### src/rtl/cgra_pkg.sv
// Shared sizing constants and state encoding for the STRELA CGRA memory nodes.
// The output node buffers ODM results in a FIFO and limits in-flight OBI writes.
package cgra_pkg;

  localparam int unsigned FIFO_DEPTH        = 4;
  localparam int unsigned FIFO_PTR_WIDTH    = $clog2(FIFO_DEPTH);
  localparam int unsigned MAX_OUTSTANDING   = 2;
  // Sized so the counter can hold MAX_OUTSTANDING itself without wrapping.
  localparam int unsigned OUTSTANDING_WIDTH = $clog2(MAX_OUTSTANDING + 1);

  typedef enum logic [1:0] {
    S_IDLE  = 2'd0,
    S_WRITE = 2'd1,
    S_DRAIN = 2'd2,
    S_DONE  = 2'd3
  } omn_state_t;

endpackage

### src/rtl/obi_pkg.sv
// OBI request/response bundles shared by the CGRA input and output memory nodes.
package obi_pkg;

  typedef struct packed {
    logic        req;
    logic        we;
    logic [3:0]  be;
    logic [31:0] addr;
    logic [31:0] wdata;
  } obi_req_t;

  typedef struct packed {
    logic        gnt;
    logic        rvalid;
    logic [31:0] rdata;
  } obi_resp_t;

endpackage

### src/rtl/fifo_v3.sv
// Synchronous FIFO with registered storage; the head is read from storage,
// so a word written this cycle is visible at data_o on the next cycle.
module fifo_v3
  import cgra_pkg::*;
#(
  parameter int unsigned DATA_WIDTH = 32,
  parameter int unsigned DEPTH      = FIFO_DEPTH,
  parameter int unsigned ADDR_DEPTH = FIFO_PTR_WIDTH
) (
  input  logic                  clk_i,
  input  logic                  rst_ni,
  input  logic                  flush_i,
  output logic                  full_o,
  output logic                  empty_o,
  input  logic [DATA_WIDTH-1:0] data_i,
  input  logic                  push_i,
  output logic [DATA_WIDTH-1:0] data_o,
  input  logic                  pop_i
);

  localparam int unsigned CNT_WIDTH = ADDR_DEPTH + 1;

  logic [DATA_WIDTH-1:0] mem_q [DEPTH];
  logic [ADDR_DEPTH-1:0] rd_ptr_q;
  logic [ADDR_DEPTH-1:0] wr_ptr_q;
  logic [CNT_WIDTH-1:0]  count_q;
  logic                  do_push;
  logic                  do_pop;

  function automatic logic [ADDR_DEPTH-1:0] ptr_inc(input logic [ADDR_DEPTH-1:0] ptr);
    return (ptr == ADDR_DEPTH'(DEPTH - 1)) ? '0 : ptr + 1'b1;
  endfunction

  assign full_o  = (count_q == CNT_WIDTH'(DEPTH));
  assign empty_o = (count_q == '0);
  assign do_push = push_i & ~full_o;
  assign do_pop  = pop_i & ~empty_o;
  assign data_o  = mem_q[rd_ptr_q];

  // NOTE: registers are updated with non-blocking assignments so every flop
  // samples the pre-edge values of the others, independent of statement order.
  always_ff @(posedge clk_i or negedge rst_ni) begin
    if (!rst_ni) begin
      rd_ptr_q <= '0;
      wr_ptr_q <= '0;
      count_q  <= '0;
    end else if (flush_i) begin
      rd_ptr_q <= '0;
      wr_ptr_q <= '0;
      count_q  <= '0;
    end else begin
      if (do_push) wr_ptr_q <= ptr_inc(wr_ptr_q);
      if (do_pop)  rd_ptr_q <= ptr_inc(rd_ptr_q);
      unique case ({do_push, do_pop})
        2'b10:   count_q <= count_q + 1'b1;
        2'b01:   count_q <= count_q - 1'b1;
        default: ;
      endcase
    end
  end

  // NOTE: the storage array is deliberately not reset; clearing the pointers
  // and count makes stale contents unreachable, and reset-free RAM maps cleanly.
  always_ff @(posedge clk_i) begin
    if (do_push) mem_q[wr_ptr_q] <= data_i;
  end

endmodule

### src/rtl/output_memory_node.sv
// Output memory node: accepts ODM result words, buffers them and writes them to
// memory over OBI at base + k*stride, raising done_o once every write is acked.
module output_memory_node
  import cgra_pkg::*;
  import obi_pkg::*;
(
  input  logic        clk_i,
  input  logic        rst_ni,
  input  logic        execute_i,
  input  logic [31:0] output_addr_i,
  input  logic [15:0] output_size_i,
  input  logic [15:0] output_stride_i,
  output obi_req_t    masters_req_o,
  input  obi_resp_t   masters_resp_i,
  input  logic [31:0] din_i,
  input  logic        din_v_i,
  output logic        din_r_o,
  output logic        done_o
);

  omn_state_t                   state_q, state_d;
  logic [16:0]                  acc_offset_q, acc_offset_d;
  logic [16:0]                  wr_offset_q, wr_offset_d;
  logic [16:0]                  n_wr_offset;
  logic [16:0]                  size_ext;
  logic [16:0]                  stride_ext;
  logic [OUTSTANDING_WIDTH-1:0] outstanding_q, outstanding_d;

  logic        fifo_full;
  logic        fifo_empty;
  logic [31:0] fifo_head;
  logic        push;
  logic        req;
  logic        grant;
  logic        rvalid;
  logic        unused_rdata;

  // Offsets are one bit wider than size so the final increment cannot wrap
  // back below size and re-enable acceptance or writes.
  assign size_ext    = {1'b0, output_size_i};
  assign stride_ext  = {1'b0, output_stride_i};
  assign n_wr_offset = wr_offset_q + stride_ext;

  assign din_r_o = (state_q == S_WRITE) & ~fifo_full & (acc_offset_q < size_ext);
  assign push    = din_v_i & din_r_o;

  assign req   = (state_q == S_WRITE) & ~fifo_empty
               & (outstanding_q < OUTSTANDING_WIDTH'(MAX_OUTSTANDING));
  assign grant = req & masters_resp_i.gnt;

  // A response with nothing in flight (e.g. one that straddled a reset) is dropped.
  assign rvalid = masters_resp_i.rvalid & ((outstanding_q != '0) | grant);

  assign unused_rdata = ^masters_resp_i.rdata;

  // Popping only on grant keeps addr/wdata stable while a request is stalled.
  assign masters_req_o = '{
    req:   req,
    we:    1'b1,
    be:    4'hF,
    addr:  output_addr_i + {15'b0, wr_offset_q},
    wdata: fifo_head
  };

  assign done_o = (state_q == S_DONE);

  fifo_v3 #(
    .DATA_WIDTH (32),
    .DEPTH      (FIFO_DEPTH),
    .ADDR_DEPTH (FIFO_PTR_WIDTH)
  ) fifo_i (
    .clk_i   (clk_i),
    .rst_ni  (rst_ni),
    .flush_i (1'b0),
    .full_o  (fifo_full),
    .empty_o (fifo_empty),
    .data_i  (din_i),
    .push_i  (push),
    .data_o  (fifo_head),
    .pop_i   (grant)
  );

  // NOTE: every signal assigned here gets a default first, so no path leaves
  // it unassigned and no latch is inferred.
  always_comb begin
    state_d       = state_q;
    acc_offset_d  = acc_offset_q;
    wr_offset_d   = wr_offset_q;
    outstanding_d = outstanding_q;

    unique case ({grant, rvalid})
      2'b10:   outstanding_d = outstanding_q + 1'b1;
      2'b01:   outstanding_d = outstanding_q - 1'b1;
      default: ;
    endcase

    if (push)  acc_offset_d = acc_offset_q + stride_ext;
    if (grant) wr_offset_d  = n_wr_offset;

    unique case (state_q)
      S_IDLE: begin
        if (execute_i) state_d = (output_size_i != '0) ? S_WRITE : S_DONE;
      end
      S_WRITE: begin
        // Last write granted; skip the drain if its ack already settled the count.
        if (grant && (n_wr_offset >= size_ext)) begin
          state_d = (outstanding_d == '0) ? S_DONE : S_DRAIN;
        end
      end
      S_DRAIN: begin
        if (outstanding_d == '0) state_d = S_DONE;
      end
      S_DONE: begin
        if (!execute_i) begin
          state_d       = S_IDLE;
          acc_offset_d  = '0;
          wr_offset_d   = '0;
          outstanding_d = '0;
        end
      end
      default: state_d = S_IDLE;
    endcase
  end

  always_ff @(posedge clk_i or negedge rst_ni) begin
    if (!rst_ni) begin
      state_q       <= S_IDLE;
      acc_offset_q  <= '0;
      wr_offset_q   <= '0;
      outstanding_q <= '0;
    end else begin
      state_q       <= state_d;
      acc_offset_q  <= acc_offset_d;
      wr_offset_q   <= wr_offset_d;
      outstanding_q <= outstanding_d;
    end
  end

endmodule

### config.mk
export PLATFORM = sky130hd
export DESIGN_NAME = output_memory_node
export DESIGN_NICKNAME = d
export VERILOG_FILES = /design/src/rtl/cgra_pkg.sv /design/src/rtl/obi_pkg.sv /design/src/rtl/fifo_v3.sv /design/src/rtl/output_memory_node.sv
export SDC_FILE = /design/constraint.sdc
export NUM_CORES = 1
export LEC_CHECK = 0
export BUFFER_PORTS_ARGS = -buffer_cell sky130_fd_sc_hd__buf_2
export CAP_MARGIN = 20
export CORE_UTILIZATION = 45
export DETAILED_ROUTE_END_ITERATION = 8
export PLACE_DENSITY = 0.75
export SYNTH_ARGS = -nofsm -noshare
export SYNTH_HDL_FRONTEND = slang
export SYNTH_HIERARCHICAL = 1
export SYNTH_SLANG_ARGS = --single-unit
### constraint.sdc
create_clock -name clk_i -period 4.55 [get_ports clk_i]
set_input_delay 0.455 -clock clk_i [delete_from_list [all_inputs] [get_ports clk_i]]
set_output_delay 0.455 -clock clk_i [all_outputs]
set_load 0.05 [all_outputs]
After elaboration in Yosys (flattened, before gate mapping)
Memories as Yosys holds them, arrays and structs flattened.
Index checks and enable logic that the tools add are counted.
- magnitude comparators: 3
- multiplexer cells: 21
- add/sub/neg operators: 9
- bitwise logic cells: 12
- eq/ne operators: 14
- reduce and logical (&&, ||, !) cells: 8
- operators by type and width (cell ; number):
    two-way mux 17 bit ; 6
    adder 17 x 16 -> 17 bit ; 2
    adder 32 x 17 -> 32 bit ; 1
    two-way mux 2 bit ; 9
    greater-or-equal comparator 17 x 16 -> 1 bit ; 1
    less-than comparator 17 x 16 -> 1 bit ; 1
    nonzero test 16 bit ; 1
    == test 2 bit, second input constant ; 6
    bitwise AND 1 bit ; 9
    case mux 2 bit (4 select lines) ; 1
    adder 2 x 1 -> 2 bit, second input constant ; 3
    == test 2 x 1 -> 1 bit, second input constant ; 3
    != test 2 bit, second input constant ; 3
    case mux 3 bit (2 select lines) ; 1
    logical NOT 2 bit ; 2
    case mux 2 bit (2 select lines) ; 1
    AND reduction 4 bit ; 1
    nonzero test 2 bit ; 2
    adder 3 x 1 -> 3 bit, second input constant ; 1
    == test 3 bit, second input constant ; 1
    logical NOT 3 bit ; 1
    two-way mux 1 bit ; 3
    subtractor 3 x 1 -> 3 bit, second input constant ; 1
    less-than comparator 2 bit, second input constant ; 1
    other kinds (5) ; 6
- memories kept: 1
- bits in registers: 45
- word-level logic and storage cells: 75
- memory bits (writable): 128
- input bits: 134
- memory list (name ; words ; width ; rd ports ; clocked after memory_dff ; wr ports ; line ; source):
    fifo_i.mem_q ; 4 ; 32 ; 1 ; 0 ; 1 ; fifo_v3.sv:23 ; logic [DATA_WIDTH-1:0] mem_q [DEPTH];

Logic depth before layout (Yosys ltp)
Gate-level depths: netlist of run 1.
- depth after elaboration: 13
- gate-level depth with buffers: 16

Modules after synthesis
Netlist of run 1, hierarchy kept.
- modules (own cells, without submodules) (module ; times used ; seq. area each (um^2) ; area each (um^2) ; cells each):
    fifo_v3 ; 1 ; 4018.9 ; 5213.8 ; 234
    output_memory_node ; 1 ; 950.9 ; 4976.0 ; 606

Least setup slack after synthesis of run 1
No wires, ideal clock.
- kind: input-to-reg
- start: input port output_stride_i[0]
- end: register state_q[1]
- required time: 4.423 ns
- stages: 16
- data arrival time: 3.611 ns
- path slack: 0.812 ns
- cells stage by stage: ha_1 > fa_1 > a211o_1 > a2111o_1 > nor4bb_4 > o31ai_4 > a21oi_1 > xor2_1 > ha_1 > a2111oi_0 > o21ai_0 > a21oi_1 > o31ai_1 > o21ai_0 > a31oi_1 > mux2i_1
- longest elaborated chain between the ends: 5
- ends and longest elaborated chain (item ; line ; source):
    start, declared ; output_memory_node.sv:12 ; input logic [15:0] output_stride_i,
    adder 17 x 16 -> 17 bit ; output_memory_node.sv:42 ; assign n_wr_offset = wr_offset_q + stride_ext;
    greater-or-equal comparator 17 x 16 -> 1 bit ; output_memory_node.sv:106 ; if (grant && (n_wr_offset >= size_ext)) begin
    logical AND 1 bit ; output_memory_node.sv:106 ;
    != test 2 x 1 -> 1 bit (no line) ; - ;
    AND reduction 4 bit (no line) ; - ;
    end signal, assigned ; output_memory_node.sv:132 ; state_q <= state_d;
    end, declared ; output_memory_node.sv:21 ; omn_state_t state_q, state_d;
Every way passes these cells.
A chain may end at the register's enable or synchronous reset.

Worst setup path after layout of run 1
- start: register wr_offset_q[0]
- end: register state_q[0]
- longest elaborated chain between the ends: 5
- ends and longest elaborated chain (item ; line ; source):
    start, declared ; output_memory_node.sv:23 ; logic [16:0] wr_offset_q, wr_offset_d;
    start signal, assigned ; output_memory_node.sv:134 ; wr_offset_q <= wr_offset_d;
    adder 17 x 16 -> 17 bit ; output_memory_node.sv:42 ;
    greater-or-equal comparator 17 x 16 -> 1 bit ; output_memory_node.sv:106 ;
    logical AND 1 bit ; output_memory_node.sv:106 ;
    != test 2 x 1 -> 1 bit (no line) ; - ;
    AND reduction 4 bit (no line) ; - ;
Every way passes these cells.

==> results.toml, run 1 <==
[status]
status = "complete, but fails checks"
violations = "design-rule violations, negative hold slack"

[cts]
clock-sinks = 173
cts_tree = "done"
cts_max_level = 4
clockRootBuffer = "clkbuf_16"
numCtsBuffers = 17
cts_setup_buffers = 0
clkSlewWorstSetupHoldPaths_ps = 90
cts_resized = 0
clk_path_buf_depth = 2
ctsHoldBuffers = 0
clk_latency_ps = 430

[synth]
async_flop_share_pct = 26.0
synth_top_area_share_pct = 37.7
synthCells = 840
yosysSeqAreaShare_pct = 48.8
yosys.area.top_type = "edfxtp_1"
synth_ff_type = "edfxtp_1"
ys_types = 72
yosys-top-cells-area = "edfxtp_1, dfrtp_1, ha_1"
yosys_warnings = 6
ys_seq_elements = 173
synth_edf_count = 128
synth_area_um2 = 10200
avgSynthCellArea_um2 = 12.1

[global_route]
overflow = 0
top_usage_layer = "met2"
grt_util_all_layers_pct = 20.0
grt_pass1_vias = 7266
grt_use_met1_pct = 25.3
antenna_found_initial = 3
met3_usage_pct = 3.87
grt_pass1_wl_mm = 36.8
met2_usage_pct = 35.0
grt_max_degree = 46

[final_layout]
final_cells = 1315
regArea_um2 = 4970
drive_above_1_share_pct = 25.6
fill_cells = 1848
syn2layout_area_growth_pct = 18.0
nNetsFinal = 1246
fin_util_pct = 54.6
multi_input_area_um2 = 4940

[sta]
fin_crit_sh_pct = 90.8
finalSetupViolations = 0
rsz0062_at_grt = "no"
slew_viol_final = 0
tns_ps = 0
relSlewSlack_pct = 43.6
hold_viol_final = 11
hold_slack_ps = -19.8
worst_slew_pin_slew_ps = 845
fmax_mhz = 242
skew_ps = 21.2
timing.final.crit_period_ps = 4130

[floorplan]
num_rows = 54
fp.dieH_um = 152
core_um2 = 22000
io_pins = 206
die_w_um = 152
initial_core_util_pct = 46.3
die_area_um2 = 23300

[route]
firstDrtPassIters = 7
post_drt_wl_per_cell_um = 16.9
drtAntennaViolNets = 0
avgViaCountPerCell = 5.53
drt_iter0_drc = 389
drc = 20
vias = 7277
routed_wirelength_mm = 22.2

[critical_path]
critical_path_arrival_ps = 4430
worstReg2RegEnd = "state_q[0]"
r2r-start = "wr_offset_q[0]"
rr_worst_depth = 16
critical_path.startpoint = "wr_offset_q[0]"
required_ps = 4850
reg2reg_setup_slack_ps = 420
cp_max_fo = 3
crit_type = "reg -> reg"
critPathLaunchType = "register"
crit_end = "state_q[0]"
crit_path_end_kind = "register"

[place]
numPortBuffers = 168
dp_cells = 1279
place_hpwl_mm = 16.3
gp_congestion = 0.886

[power_and_ir_drop]
powerDensity_nw_per_um2 = 442
p_leak_nw = 5.01
vdd_drop_max_uv = 308

[worst_hold_path]
hold_path_class = "in -> async"

[flow_run]
cap_viol_max_count = 0
## critical path: stages (launching register included)
cell       delay, ps
dfrtp_1          410
ha_1             240
fa_1             440
a211o_1          330
a2111o_1         410
nor4bb_4         180
o31ai_4          200
a21oi_1          100
xor2_1           160
ha_1             290
a2111oi_0        370
o21ai_0          160
a21oi_1          150
o31ai_1           90
o21ai_0          170
a21oi_1          160
mux2i_1          150
## logic make-up (layout without fill, tap and decap cells)
kind of cell | Yosys count | in the layout | share of synthesized area (%)
and+or+nand+nor | 208 | 208 | 10.4
adders and majority gates | 93 | 93 | 11.7
AOI/OAI and AO/OA | 196 | 196 | 12.6
DFF | 173 | 173 | 48.8
buffers and inverters | 66 | 248 | 3.22
xor gates and xnor gates | 57 | 57 | 4.90
muxes | 45 | 45 | 8.35
other | 2 | 15 | 0.0737
## cell usage after synthesis (21+ instances only)
master	n
xor2_1	22
edfxtp_1	128
nor2_1	50
xnor2_1	35
nand3_1	24
dfrtp_1	45
inv_1	35
nand2_1	53
ha_1	89
o21ai_0	28
a21oi_1	67
mux4_2	32
o21a_1	21
## worst min-delay path by stage
stage                                     end  slack (ps)  cells past startpoint
after floorplan               acc_offset_q[0]         160                      0
after global placement       acc_offset_q[16]         510                      1
after detailed placement     acc_offset_q[16]         510                      1
after CTS                 fifo_i/mem_q[1][23]         220                      1
after global routing           wr_offset_q[6]          10                      1
final                          wr_offset_q[6]         -20                      1
## metrics by stage
stage,power (W),setup WS (ps),area [µm²]
final,0.00531,419,12000
after global routing,0.00562,93.0,12000
after CTS,0.00535,394,12000
after detailed placement,0.00379,240,11400
after global placement,0.00375,327,11400
after floorplan,0.00336,812,10200
## flip-flops by register name, summed over array words and instances (netlist names)
signal	cells
state_q	2
acc_offset_q	17
fifo_i/wr_ptr_q	2
fifo_i/count_q	3
fifo_i/rd_ptr_q	2
fifo_i/mem_q	128
wr_offset_q	17
outstanding_q	2
## cell usage in the layout (no fill, tap or decap), types with 5 or more instances in the layout
master     instances
a211oi_1          12
a21o_1            15
a21oi_1           67
a31oi_1            5
buf_2            168
buf_4              6
clkbuf_16         17
conb_1            12
dfrtp_1           44
edfxtp_1         128
ha_1              89
inv_1             35
mux2i_1           13
mux4_2            32
nand2_1           53
nand2b_1          12
nand3_1           24
nand3b_1           5
nand4_1            7
nor2_1            50
nor2b_1            7
nor3_1            12
nor3b_1            5
nor4_1             5
o21a_1            21
o21ai_0           28
o21bai_1           9
o31ai_1            6
or3_1              6
xnor2_1           35
xor2_1            22
## area by class of cell
cell class | instances | area share, %
Tap cell | 280 | 2.91
Clock buffer | 17 | 3.54
Clock inverter | 15 | 1.77
Multi-Input combinational cell | 611 | 41.1
Sequential cell | 173 | 41.4
Inverter | 38 | 1.24
Timing Repair Buffer | 178 | 8.04
Antenna cell | 3 | 0.0625
## report_power, final
part	leakage, nW	switching (W)	internal (W)
Sequential	1.76	0.000112	0.00187
Combinational	2.95	0.00110	0.000676
Clock	0.309	0.000773	0.000776
## per-layer routing
metal  vias up  routed length, µm
li1       3533                  -
met1      3498               9350
met2       218              11100
met3        24               1420
met4         4                299
met5         -                 20
(Power assumes the default switching activity.)
==> run 2: changes to the inputs <==
--- a/config.mk
+++ b/config.mk
@@ -7,9 +7,9 @@
 export LEC_CHECK = 0
 export BUFFER_PORTS_ARGS = -buffer_cell sky130_fd_sc_hd__buf_2
 export CAP_MARGIN = 20
-export CORE_UTILIZATION = 45
+export CORE_UTILIZATION = 50
 export DETAILED_ROUTE_END_ITERATION = 8
-export PLACE_DENSITY = 0.75
+export PLACE_DENSITY = 0.82
 export SYNTH_ARGS = -nofsm -noshare
 export SYNTH_HDL_FRONTEND = slang
 export SYNTH_HIERARCHICAL = 1
==> results.toml, run 2 (synthesis gave the netlist of run 1 again) <==
[status]
status = "completed"

[cts]
cts_tree = "done"
clockRootBuffer = "clkbuf_16"
cts_max_level = 4
clkSlewWorstSetupHoldPaths_ps = 80
clock-sinks = 173
ctsHoldBuffers = 0
numCtsBuffers = 17
cts_setup_buffers = 0
clk_path_buf_depth = 2
cts_resized = 0
clk_latency_ps = 430

[final_layout]
fill_cells = 1537
final_cells = 1299
largest_register_ff_count = 128
diodes = 0
regArea_um2 = 4970
layout_commonest_cell = "buf_2"
drive_above_1_share_pct = 25.6
syn2layout_area_growth_pct = 17.2
mostFrequentLayoutCells = "buf_2, edfxtp_1, ha_1, a21oi_1, nand2_1"
reg.largest.list = "fifo_i/mem_q x128, acc_offset_q x17, wr_offset_q x17"
multi_input_area_um2 = 4930
regMostFlops = "fifo_i/mem_q"
nNetsFinal = 1248

[sta]
slew_viol_final = 0
fin_crit_sh_pct = 92.3
timing.final.crit_period_ps = 4200
rsz0062_at_grt = "no"
tns_ps = 0
relSlewSlack_pct = 52.3
worst_slew_pin_slew_ps = 715
fmax_mhz = 238
skew_ps = 15.2
hold_viol_final = 0
finalSetupViolations = 0

[global_route]
grt_util_all_layers_pct = 23.6
overflow = 0
grt_max_degree = 46
grt_pass1_wl_mm = 36.7
antenna_found_initial = 1
grt_pass1_vias = 6986

[route]
firstDrtPassIters = 5
vias = 7443
avgViaCountPerCell = 5.73
drt_iter0_drc = 510
routed_wirelength_mm = 24.1
drc = 0
post_drt_wl_per_cell_um = 18.5
drtAntennaViolNets = 0

[worst_hold_path]
worstHoldEndpoint = "fifo_i/mem_q[2][22]"
hold_path_startpoint = "din_i[22]"
hold_depth = 1
hold_path_class = "in -> reg"

[floorplan]
die_area_um2 = 21000
initial_core_util_pct = 51.7
core_um2 = 19700
die_w_um = 145
fp.dieH_um = 145
num_rows = 51
io_pins = 206

[power_and_ir_drop]
p_int_w = 0.00330
comb_power_share_pct = 34.1
clock_power_share_pct = 28.4
p_leak_nw = 4.99
power.switching_w = 0.00200
p_sw_share_pct = 37.8
vdd_drop_max_uv = 364
seqPwrFrac_pct = 37.5
powerDensity_nw_per_um2 = 444

[critical_path]
worstReg2RegEnd = "state_q[1]"
crit_type = "reg -> reg"
critical_path_arrival_ps = 4510
rr_worst_depth = 16
required_ps = 4860
crit_path_end_kind = "register"
critPathLaunchType = "register"
reg2reg_setup_slack_ps = 350
r2r-start = "wr_offset_q[0]"
cp_max_fo = 3

[place]
place_hpwl_mm = 16.7
gp_congestion = 0.909
dp_cells = 1265
numPortBuffers = 168

[flow_run]
cap_viol_max_count = 0
==> run 2: cell count changes in the layout (fill, tap and decap cells not counted), sizes merged <==
cell         change
diode            -3
inv              -3
clkinv           +2
clkinvlp         +1
dlygate4sd3      +1
buf              +1
==> run 2: worst max-delay path, cell delays in order, from the launching register on <==
cell and delay [ps]:
dfrtp_1 410, ha_1 230, fa_1 440, a211o_1 320
a2111o_1 400, nor4bb_4 180, o31ai_4 210, a21oi_1 110
xor2_1 190, ha_1 270, a2111oi_0 410, o21ai_0 160
a21oi_1 170, o31ai_1 110, o21ai_0 160, a31oi_1 160
mux2i_1 150
==> run 2: how the worst max path moves through the flow <==
| stage | startpoint | to | cells past startpoint |
|---|---|---|---|
| 2_1_floorplan | output_stride_i[0] | state_q[1] | 16 |
| 3_3_place_gp | output_stride_i[0] | state_q[0] | 17 |
| 3_5_place_dp | output_stride_i[0] | state_q[1] | 17 |
| 4_1_cts | wr_offset_q[0] | state_q[1] | 16 |
| 5_1_grt | wr_offset_q[0] | state_q[1] | 16 |
| 6_report | wr_offset_q[0] | state_q[1] | 16 |
==> run 2: layer usage <==
layer / share of wire (%) / vias up / track usage [%]
met1: 41 / 3609 / 29.8
met3: 5.7 / 39 / 3.95
met5: 0.037 / - / 0
met2: 51 / 253 / 40.5
li1: - / 3540 / -
met4: 2.6 / 2 / 8.92
==> run 2: per-stage QoR <==
stage / util, % / total power (W) / setup WS (ps) / instance area (µm²) / hold slack [ps]
finish: 60.6 / 0.00530 / 348 / 11900 / 236
global route: 60.6 / 0.00558 / 193 / 11900 / 216
CTS: 60.4 / 0.00530 / 397 / 11900 / 220
detailed placement: 57.3 / 0.00379 / 246 / 11300 / 514
global placement: 57.3 / 0.00373 / 344 / 11300 / 513
floorplan: - / 0.00336 / 812 / 10200 / 159
==> run 2: area by class of cell <==
cell class / instances / share of cell area [%]
flip-flops and latches: 173 / 41.6
well taps: 265 / 2.78
multi-input cells: 611 / 41.3
clock buffers: 17 / 3.56
repair buffers: 180 / 7.92
clock inverters: 15 / 1.55
inverters: 38 / 1.25
==> run 2: power by group through the flow <==
stage               registers, W  clock network, W  logic, W
floorplan                0.00198                 0   0.00138
global placement         0.00201                 0   0.00172
detailed placement       0.00202                 0   0.00177
CTS                      0.00199           0.00152   0.00179
global route             0.00201           0.00159   0.00199
finish                   0.00199           0.00151   0.00180
==> run 3: changes to the inputs <==
--- a/config.mk
+++ b/config.mk
@@ -5,11 +5,13 @@
 export SDC_FILE = /design/constraint.sdc
 export NUM_CORES = 1
 export LEC_CHECK = 0
+export ABC_AREA = 1
 export BUFFER_PORTS_ARGS = -buffer_cell sky130_fd_sc_hd__buf_2
 export CAP_MARGIN = 20
 export CORE_UTILIZATION = 50
 export DETAILED_ROUTE_END_ITERATION = 8
-export PLACE_DENSITY = 0.82
+export PLACE_DENSITY = 0.81
+export SETUP_SLACK_MARGIN = 0.02
 export SYNTH_ARGS = -nofsm -noshare
 export SYNTH_HDL_FRONTEND = slang
 export SYNTH_HIERARCHICAL = 1
==> results.toml, run 3 <==
[global_route]
grt_max_degree = 67
grt_pass1_wl_mm = 40.5
overflow = 0
antenna_found_initial = 2
grt_util_all_layers_pct = 23.6
grt_pass1_vias = 8434

[power_and_ir_drop]
p_leak_nw = 5.87
powerDensity_nw_per_um2 = 596
vdd_drop_max_uv = 360
p_int_w = 0.00391
clock_power_share_pct = 19.9
p_sw_share_pct = 47.7
seqPwrFrac_pct = 28.3
power.switching_w = 0.00357
comb_power_share_pct = 51.8

[worst_hold_path]
hold_path_class = "in -> reg"

[final_layout]
syn2layout_area_growth_pct = 16.4
fill_cells = 1809
largest_register_ff_count = 128
drive_above_1_share_pct = 19.1
reg.largest.list = "fifo_i/mem_q x128, acc_offset_q x17, wr_offset_q x17"
final_cells = 1662
layout_commonest_cell = "nand2_1"
regArea_um2 = 4970
nNetsFinal = 1599
multi_input_area_um2 = 5150
mostFrequentLayoutCells = "nand2_1, nor2_1, buf_2, edfxtp_1, inv_1"
regMostFlops = "fifo_i/mem_q"

[sta]
skew_ps = 13.5
slew_viol_final = 0
hold_viol_final = 0
rsz0062_at_grt = "no"
worst_slew_pin_slew_ps = 970
finalSetupViolations = 0
timing.final.crit_period_ps = 3470
fmax_mhz = 288
fin_crit_sh_pct = 76.3
relSlewSlack_pct = 35.1
tns_ps = 0

[critical_path]
required_ps = 4090
crit_path_cell_trace = "ha_1 > inv_1 > fa_1 > nand3b_1 > nand2_2 > nand2_2 > nand2_2 > a21oi_2 > o21ai_2 > nand3_2 > nand2_1 > xor2_1 > buf_2"
critPathSlowestCell = "fa_1"
crit_path_end_kind = "output port"
rr_worst_depth = 17
crit_type = "reg -> out"
critical_path.startpoint = "wr_offset_q[0]"
critical_path_arrival_ps = 3020
crit_end = "masters_req_o[62]"
r2r-start = "state_q[1]"
slowest_delay_ps = 410
cpMostUsedCell = "nand2_2"
critPathLaunchType = "register"
reg2reg_setup_slack_ps = 1120
cp_max_fo = 3
worstReg2RegEnd = "state_q[1]"

[synth]
synth_top_area_share_pct = 35.7
yosys-top-cells-area = "edfxtp_1, dfrtp_1, ha_1"
synth_edf_count = 128
synth.most_common_cell = "nand2_1"
synthCells = 1205
ys_seq_elements = 173
synthTopCellsByCount = "nand2_1, nor2_1, edfxtp_1"
avgSynthCellArea_um2 = 8.94
async_flop_share_pct = 26.0
yosys_warnings = 6
yosysSeqAreaShare_pct = 46.1
yosys.area.top_type = "edfxtp_1"
ys_types = 51
synth_area_um2 = 10800
synth_ff_type = "edfxtp_1"

[route]
vias = 8873
avgViaCountPerCell = 5.34
drc = 0
firstDrtPassIters = 5
drtAntennaViolNets = 0
post_drt_wl_per_cell_um = 15.6
drt_iter0_drc = 421
routed_wirelength_mm = 25.9

[floorplan]
io_pins = 206
initial_core_util_pct = 51.1
num_rows = 53
die_area_um2 = 22100
die_w_um = 149
fp.dieH_um = 149
core_um2 = 21100

[cts]
clkSlewWorstSetupHoldPaths_ps = 80
clock-sinks = 173
cts_resized = 0
numCtsBuffers = 17
cts_tree = "done"
cts_max_level = 4
clk_path_buf_depth = 2
clk_latency_ps = 430
clockRootBuffer = "clkbuf_16"
cts_setup_buffers = 0
ctsHoldBuffers = 0

[place]
gp_congestion = 0.943
numPortBuffers = 168
place_hpwl_mm = 18.6
dp_cells = 1625

[status]
status = "completed"

[flow_run]
cap_viol_max_count = 0
## run 3: changes by cell type in the layout (fill, tap and decap cells not counted), moves of 13 or more
cell | before | now
inv_1 | 35 | 123
mux2i_1 | 13 | 0
mux4_2 | 32 | 0
nand2_1 | 53 | 191
nand3_1 | 24 | 43
nor2_1 | 50 | 169
o21a_1 | 21 | 1
o21ai_0 | 28 | 78
o21ai_1 | 3 | 30
o22ai_1 | 2 | 32
xnor2_1 | 35 | 14
xor2_1 | 22 | 43
## run 3: layout make-up
cell class | instances | share of cell area, %
clock inverter | 15 | 1.43
timing repair buffer | 178 | 7.73
tap | 275 | 2.75
multi-input combinational | 871 | 41.1
inverter | 131 | 3.92
antenna | 2 | 0.0399
clock buffer | 17 | 3.39
sequential | 173 | 39.7
## run 3: worst min-delay path by stage
stage	start	endpoint	slack (ps)	cells past startpoint
finish	din_i[20]	fifo_i/mem_q[0][20]	230	1
global route	din_i[20]	fifo_i/mem_q[3][20]	210	1
CTS	din_i[18]	fifo_i/mem_q[0][18]	220	1
detailed placement	acc_offset_q[9]	acc_offset_q[9]	540	2
global placement	state_q[0]	state_q[0]	530	2
floorplan	rst_ni	acc_offset_q[0]	160	0
## run 3: through the flow
stage          hold WS (ps)  utilization [%]  cell area, µm²  power, W  setup slack [ps]
2_1_floorplan           159                -           10800   0.00511              1050
3_3_place_gp            532             56.3           11900   0.00589              1180
3_5_place_dp            545             56.3           11900   0.00597              1130
4_1_cts                 218             59.2           12500   0.00749              1080
5_1_grt                 213             59.4           12500   0.00801               824
6_report                229             59.4           12500   0.00747              1080
## run 3: per-layer routing
layer | part of all wire [%] | track usage, % | vias to the layer above
met1 | 41 | 28.6 | 4124
li1 | - | - | 4431
met5 | 0 | 0 | -
met3 | 6.6 | 4.46 | 35
met2 | 50 | 40.8 | 283
met4 | 2.5 | 10.6 | 0
## run 3: logic make-up (layout without fill, tap and decap cells)
logic type      after synthesis  in the layout  share of synthesized area [%]
fa+ha+maj                    93             93                           11.1
other cells                   2              9                         0.0697
xor+xnor                     57             57                           4.63
flops                       173            173                           46.1
simple gates                470            470                           18.8
buf+inv                     166            341                           6.32
compound gates              244            244                           13.0
## run 3: critical path, delay by kind of cell, from the launching register on
family                   cells  cell delay (ps)
XOR/XNOR                     1              170
AO/OA/AOI/OAI                2              350
flip-flops                   1              400
buffers and inverters        2              370
AND/OR/NAND/NOR              6              610
adder cells (fa/ha/maj)      2              700
## run 3: power by group through the flow
stage / sequential, W / combinational, W / clock, W
after floorplan: 0.00208 / 0.00303 / 0
after global placement: 0.00214 / 0.00375 / 0
after detailed placement: 0.00215 / 0.00383 / 0
after CTS: 0.00211 / 0.00386 / 0.00152
after global routing: 0.00214 / 0.00429 / 0.00158
final: 0.00211 / 0.00387 / 0.00149
